==> config.mk <==
export PLATFORM = sky130hd
export DESIGN_NAME = mtc_ppa_gnt_decoder
export DESIGN_NICKNAME = d
export VERILOG_FILES = /design/src/rtl/mtc_ppa_pkg.sv /design/src/rtl/mtc_ppa_ffs.sv /design/src/rtl/mtc_ppa_gnt_decoder.sv
export SDC_FILE = /design/constraint.sdc
export NUM_CORES = 1
export LEC_CHECK = 0
export CORE_MARGIN = 1
export CORE_UTILIZATION = 49
export DETAILED_ROUTE_END_ITERATION = 8
export PLACE_DENSITY = 0.84
export SKIP_CTS_REPAIR_TIMING = 1
export SLEW_MARGIN = 20
export SYNTH_ARGS = -nofsm -noshare
export SYNTH_HDL_FRONTEND = slang
export SYNTH_SLANG_ARGS = --single-unit
export TNS_END_PERCENT = 20
==> constraint.sdc <==
create_clock -name clk -period 2.2 [get_ports clk]
set_clock_uncertainty 0.1 [all_clocks]
set_input_delay 0.33 -clock clk [delete_from_list [all_inputs] [get_ports clk]]
set_output_delay 0.33 -clock clk [all_outputs]
set_load 0.01 [all_outputs]
==> src/rtl/mtc_ppa_pkg.sv <==
// Shared types and helpers for the mTC-PPA grant decoder: index width, FSM states,
// step-mask check.
package mtc_ppa_pkg;

    typedef enum logic {
        IDLE = 1'b0,
        SEND = 1'b1
    } dec_state_e;

    function automatic int idx_width(input int n);
        if (n <= 1) return 1;
        return $clog2(n);
    endfunction

    // A step mask never has a 0 directly above a 1 within the first w bits.
    function automatic logic is_step_mask(input logic [63:0] m, input int w);
        logic ok;
        ok = 1'b1;
        for (int j = 1; j < 64; j++) begin
            if (j < w && m[j-1] && !m[j]) ok = 1'b0;
        end
        return ok;
    endfunction

endpackage

==> src/rtl/mtc_ppa_ffs.sv <==
// Combinational lowest-set-bit finder.
module mtc_ppa_ffs
    import mtc_ppa_pkg::*;
#(
    parameter  int WIDTH_N = 10,
    localparam int IDX_W   = idx_width(WIDTH_N)
) (
    input  logic [WIDTH_N-1:0] mask,
    output logic [IDX_W-1:0]   idx,
    output logic               found
);

    always_comb begin
        idx   = '0;
        found = 1'b0;
        for (int j = WIDTH_N - 1; j >= 0; j--) begin
            if (mask[j]) begin
                idx   = IDX_W'(j);
                found = 1'b1;
            end
        end
    end

endmodule

==> src/rtl/mtc_ppa_gnt_decoder.sv <==
// Serialises one mTC-PPA multi-grant bundle into granted indices, lowest first.
// Optional bundle-format checker enabled by MTC_PPA_GNT_DEC_CHECK_EN.
module mtc_ppa_gnt_decoder
    import mtc_ppa_pkg::*;
#(
    parameter  int WIDTH_N  = 10,
    parameter  int AMOUNT_M = 2,
    localparam int IDX_W    = idx_width(WIDTH_N)
) (
    input  logic                             clk,
    input  logic                             reset_n,
    input  logic [AMOUNT_M-1:0][WIDTH_N-1:0] gnt_i,
    input  logic                             gnt_vld_i,
    output logic                             gnt_rdy_o,
    output logic [IDX_W-1:0]                 idx_o,
    output logic                             idx_vld_o,
    output logic                             idx_last_o,
    input  logic                             idx_rdy_i,
    output logic                             err_o
);

    localparam int PTR_W = idx_width(AMOUNT_M);
    localparam logic [PTR_W-1:0] PTR_INIT = PTR_W'((AMOUNT_M > 1) ? AMOUNT_M - 2 : 0);

    dec_state_e                       state, state_n;
    logic [PTR_W-1:0]                 ptr, ptr_n;
    logic [IDX_W-1:0]                 idx_n;
    logic                             last_n;
    logic [AMOUNT_M-1:0][WIDTH_N-1:0] gnt_q;

    logic                             accept, hs;
    logic [IDX_W-1:0]                 top_idx, sel_idx;
    logic                             top_found, sel_found;
    logic                             top_below_empty, sel_below_empty;
    logic [WIDTH_N-1:0]               sel_mask;

    assign idx_vld_o = (state == SEND);
    assign gnt_rdy_o = (state == IDLE) | (idx_vld_o & idx_last_o & idx_rdy_i);
    assign accept    = gnt_vld_i & gnt_rdy_o;
    assign hs        = idx_vld_o & idx_rdy_i;

    mtc_ppa_ffs #(.WIDTH_N(WIDTH_N)) u_ffs_top (
        .mask  (gnt_i[AMOUNT_M-1]),
        .idx   (top_idx),
        .found (top_found)
    );

    mtc_ppa_ffs #(.WIDTH_N(WIDTH_N)) u_ffs_sel (
        .mask  (sel_mask),
        .idx   (sel_idx),
        .found (sel_found)
    );

    // Slot selection by ptr, and whether the slot below the next one is empty.
    always_comb begin
        top_below_empty = (AMOUNT_M == 1);
        sel_mask        = '0;
        sel_below_empty = 1'b1;
        for (int s = 0; s < AMOUNT_M; s++) begin
            if (s == AMOUNT_M - 2)   top_below_empty = (gnt_i[s] == '0);
            if (s == int'(ptr))      sel_mask        = gnt_q[s];
            if (s + 1 == int'(ptr))  sel_below_empty = (gnt_q[s] == '0);
        end
    end

    always_comb begin
        state_n = state;
        ptr_n   = ptr;
        idx_n   = idx_o;
        last_n  = idx_last_o;
        case (state)
            IDLE: begin
                if (accept && top_found) begin
                    state_n = SEND;
                    idx_n   = top_idx;
                    last_n  = top_below_empty;
                    ptr_n   = PTR_INIT;
                end
            end
            SEND: begin
                if (hs) begin
                    if (!idx_last_o) begin
                        idx_n  = sel_found ? sel_idx : '0;
                        last_n = sel_below_empty;
                        ptr_n  = ptr - PTR_W'(1);
                    end else if (accept && top_found) begin
                        idx_n  = top_idx;
                        last_n = top_below_empty;
                        ptr_n  = PTR_INIT;
                    end else begin
                        state_n = IDLE;
                    end
                end
            end
            default: state_n = IDLE;
        endcase
    end

    always_ff @(posedge clk or negedge reset_n) begin
        if (!reset_n) begin
            state      <= IDLE;
            ptr        <= '0;
            idx_o      <= '0;
            idx_last_o <= 1'b0;
        end else begin
            state      <= state_n;
            ptr        <= ptr_n;
            idx_o      <= idx_n;
            idx_last_o <= last_n;
        end
    end

    // Bundle storage is pure data; only the accept strobe qualifies it.
    always_ff @(posedge clk) begin
        if (accept) gnt_q <= gnt_i;
    end

`ifdef MTC_PPA_GNT_DEC_CHECK_EN
    logic fmt_bad;
    logic err_q;

    always_comb begin
        fmt_bad = 1'b0;
        for (int s = 0; s < AMOUNT_M; s++) begin
            if (!is_step_mask(64'(gnt_i[s]), WIDTH_N)) fmt_bad = 1'b1;
        end
        for (int s = 1; s < AMOUNT_M; s++) begin
            if ((gnt_i[s-1] & ~gnt_i[s]) != '0) fmt_bad = 1'b1;
            if (gnt_i[s-1] != '0 &&
                ((gnt_i[s-1] & (~gnt_i[s-1] + WIDTH_N'(1))) ==
                 (gnt_i[s]   & (~gnt_i[s]   + WIDTH_N'(1)))))
                fmt_bad = 1'b1;
        end
    end

    always_ff @(posedge clk or negedge reset_n) begin
        if (!reset_n) err_q <= 1'b0;
        else          err_q <= err_q | (accept & fmt_bad);
    end

    assign err_o = err_q;
`else
    assign err_o = 1'b0;
`endif

endmodule

==> results of run 1 <==
metrics by stage:
stage	hold WS [ns]	worst slack, ns	utilization (%)	std cells
after detailed placement	0.4261	0.02200	69.52	190
final	0.1591	0.1037	70.55	194
after CTS	0.1733	0.1012	70.55	194
after global routing	0.1729	0.03109	70.55	194
after floorplan	-0.06559	0.3872	-	122
after global placement	0.4137	0.07570	69.52	190
cells in the final DEF, fill, tap and decap left out, drive strengths merged, types with 2 or more instances in the layout:
cell type       n
o21ai           6
nor3b           3
nor3           10
clkdlybuf4s50  30
a221oi          2
buf            11
clkbuf          4
nor2           13
o31ai           2
a21oi           8
dfrtp           7
o41ai           2
o21bai          2
or4             2
inv            11
nand2           6
nor2b           4
nor4            5
edfxtp         20
a31oi           2
area by class of cell:
cell class	instances	area (µm²)	area share, %
Clock buffer	4	26.28	1.463
Inverter	11	41.29	2.300
Multi-Input combinational cell	81	531.8	29.62
Sequential cell	27	775.7	43.21
Tap cell	30	37.54	2.091
Timing Repair Buffer	41	382.9	21.32
state kept, by name, indices dropped and copies added (netlist names):
| name | flops |
|---|---|
| idx_last_o | 1 |
| idx_o | 4 |
| ptr | 1 |
| idx_vld_o | 1 |
| gnt_q | 20 |
logic make-up (layout without fill, tap and decap cells):
kind of cell / count (synthesis) / in the layout
DFF: 27 / 27
and+or+nand+nor: 48 / 48
AOI/OAI and AO/OA: 32 / 32
buffers and inverters: 14 / 56
other: 1 / 1
worst max-delay path by stage:
stage | from | endpoint | slack [ns] | depth (start not counted)
final | idx_vld_o | gnt_rdy_o | 0.10 | 3
after global routing | idx_vld_o | gnt_rdy_o | 0.03 | 3
after CTS | idx_vld_o | gnt_rdy_o | 0.10 | 3
after detailed placement | gnt_i[15] | idx_o[0] | 0.02 | 6
after global placement | gnt_i[15] | idx_o[0] | 0.08 | 6
after floorplan | idx_vld_o | idx_o[3] | 0.39 | 7
routing by layer:
metal / vias to the layer above / wire length [µm] / GRT usage [%]
li1: 549 / - / -
met1: 520 / 1234 / 29.00
met2: 60 / 1639 / 43.17
met3: 8 / 192 / 3.056
met4: 0 / 55 / 6.410
met5: - / 0 / 0
critical path: stages, from the launching register on:
cell	delay, ns
dfrtp_1	0.44
a21boi_2	0.30
inv_1	0.11
clkdlybuf4s50_1	0.49
power by group through the flow:
stage	registers [µW]	clock network, µW	logic, µW
floorplan	813	0	380
global placement	820	0	667
detailed placement	828	0	688
CTS	817	209	691
global route	837	228	756
finish	820	210	693
==> key figures, run 1 <==
Synth
  • Seq cells post-synth: 27
  • Cell taking the most area after synthesis: edfxtp_1
  • Count leader, synth: edfxtp_1
  • Syn Nets: 146
  • Mapped Cells: 122
  • Post-synthesis cell area: 1366 µm²
  • Simple-gate portion of the synthesized area: 20.51%
  • Post-synthesis sequential area ratio: 56.78%
  • Syn_area_per_cell: 11.20 µm²
  • Synth Area in Adders: 0%
  • Synth warn: 0
  • Synth Area in Compound Gates: 18.13%
  • Top_reg_cell synth: edfxtp_1
  • Top-area cell type share of the netlist area: 43.96%
  • Largest family of logic cells by synthesized area: simple AND/OR/NAND/NOR gates
  • Post-synth ARST share: 25.93%
  • Multiplexer share of the synthesized area: 0%
  • Post-synthesis xor/xnor area fraction: 0%
  • Top cells by area, synth: edfxtp_1 44%, dfrtp_1 13%, nor3_1 3.7%, nor2_1 3.6%, nor4_4 3.1%
  • Yosys cell types: 38
  • Synth top cells by count: 20 x edfxtp_1, 13 x nor2_1, 10 x inv_1, 10 x nor3_1, 8 x a21oi_1
  • Post-synth EDFFs: 20

Power and ir drop
  • Maximum vdd drop: 0.7738 mV
  • Tot Pwr: 1722 µW
  • NetSw: 604.4 µW
  • Leakage dissipation: 0.0006589 µW
  • Pint: 1118 µW
  • Clk pwr share: 12.2%
  • Register share of total power: 47.6%
  • Net Sw Frac: 35.10%
  • Gate power share: 40.2%
  • Pwr per Cell Area: 959.1 nW/µm²

Outcome
  • Outcome: finished clean

GRT
  • Pin count of the biggest net entering global routing: 16
  • Vias in the first global route: 1098
  • GRT overflow: 0
  • Tot GR Track Use: 23.76%
  • Initial antenna violation count: 0
  • First-pass GRT wire length: 4.988 mm

Placed design
  • Hpwl dp: 2.491 mm
  • Global placer's final weighted congestion: 0.8677
  • IO Port Bufs: 30
  • Post-DP Area: 1769 µm²

Clock network
  • CTS tree: done
  • H-tree depth: 1
  • Clock transition at path regs: 0.15 ns
  • CTS Buf Count: 3
  • CTS Sinks: 27
  • Clock root buffer: clkbuf_4
  • Clk_lat worst skew: 0.32 ns
  • CTS Buffer Depth: 2

Layout
  • Layout cells sized above 1: 12.80%
  • ANT cells: 0
  • Filler cells: 189
  • Synth-to-layout area growth: 31.41%
  • Nets: 189
  • Design Area, Final: 1795 µm²

Setup path
  • Critical Path Sink Type: primary output
  • Reg2reg setup slack: 0.31 ns
  • Reg2Reg Depth: 5
  • Crit Path Class: flop to primary output
  • Crit path max fanout: 6
  • Startpoint types: flop
  • Reg2reg end: idx_o[1]
  • Crit path arrival time: 1.67 ns
  • Worst r2r src: ptr
  • Worst EP required: 1.77 ns

Floorplanning
  • Ports: 32
  • Die span in y: 54.81 µm
  • DIE WIDTH: 54.81 µm
  • Core Region: 2545 µm²
  • Initial Util: 53.69%
  • DIE AREA: 3004 µm²
  • Row count: 18

Timing
  • Slew @ Worst Pin: 0.4658 ns
  • RSZ-0062 raised after global routing: no
  • Final worst path period share: 95.29%
  • Peak Freq: 477.0 MHz
  • Min Clock Period, post-route: 2.096 ns
  • Endpoints failing hold: 0
  • Slew headroom: 68.14%
  • Final setup viols: 0
  • Total negative slack: 0 ns
  • Final Max Tran Viols: 0

Detailed routing
  • Routed Antenna Nets: 0
  • Drt pass-1 iters: 4
  • Avg Vias per Cell: 5.861
  • Mean routed wirelength per cell: 16.09 µm
  • Number of remaining DRC errors: 0
  • Final WL: 3.121 mm
  • Vias post-DR: 1137
  • Initial DRC count: 48

Job
  • Max Cap Viol: 0

Hold path
  • Hold Path Class: primary input to asynchronous set/reset pin
Note: power is estimated with default switching activity, not from simulation.
==> inputs of run 2 (changes only) <==
Settings changed: GPL_ROUTABILITY_DRIVEN from default to 0.
==> results of run 2 <==
The final DEF is identical to that of run 1; final timing and power are the same.
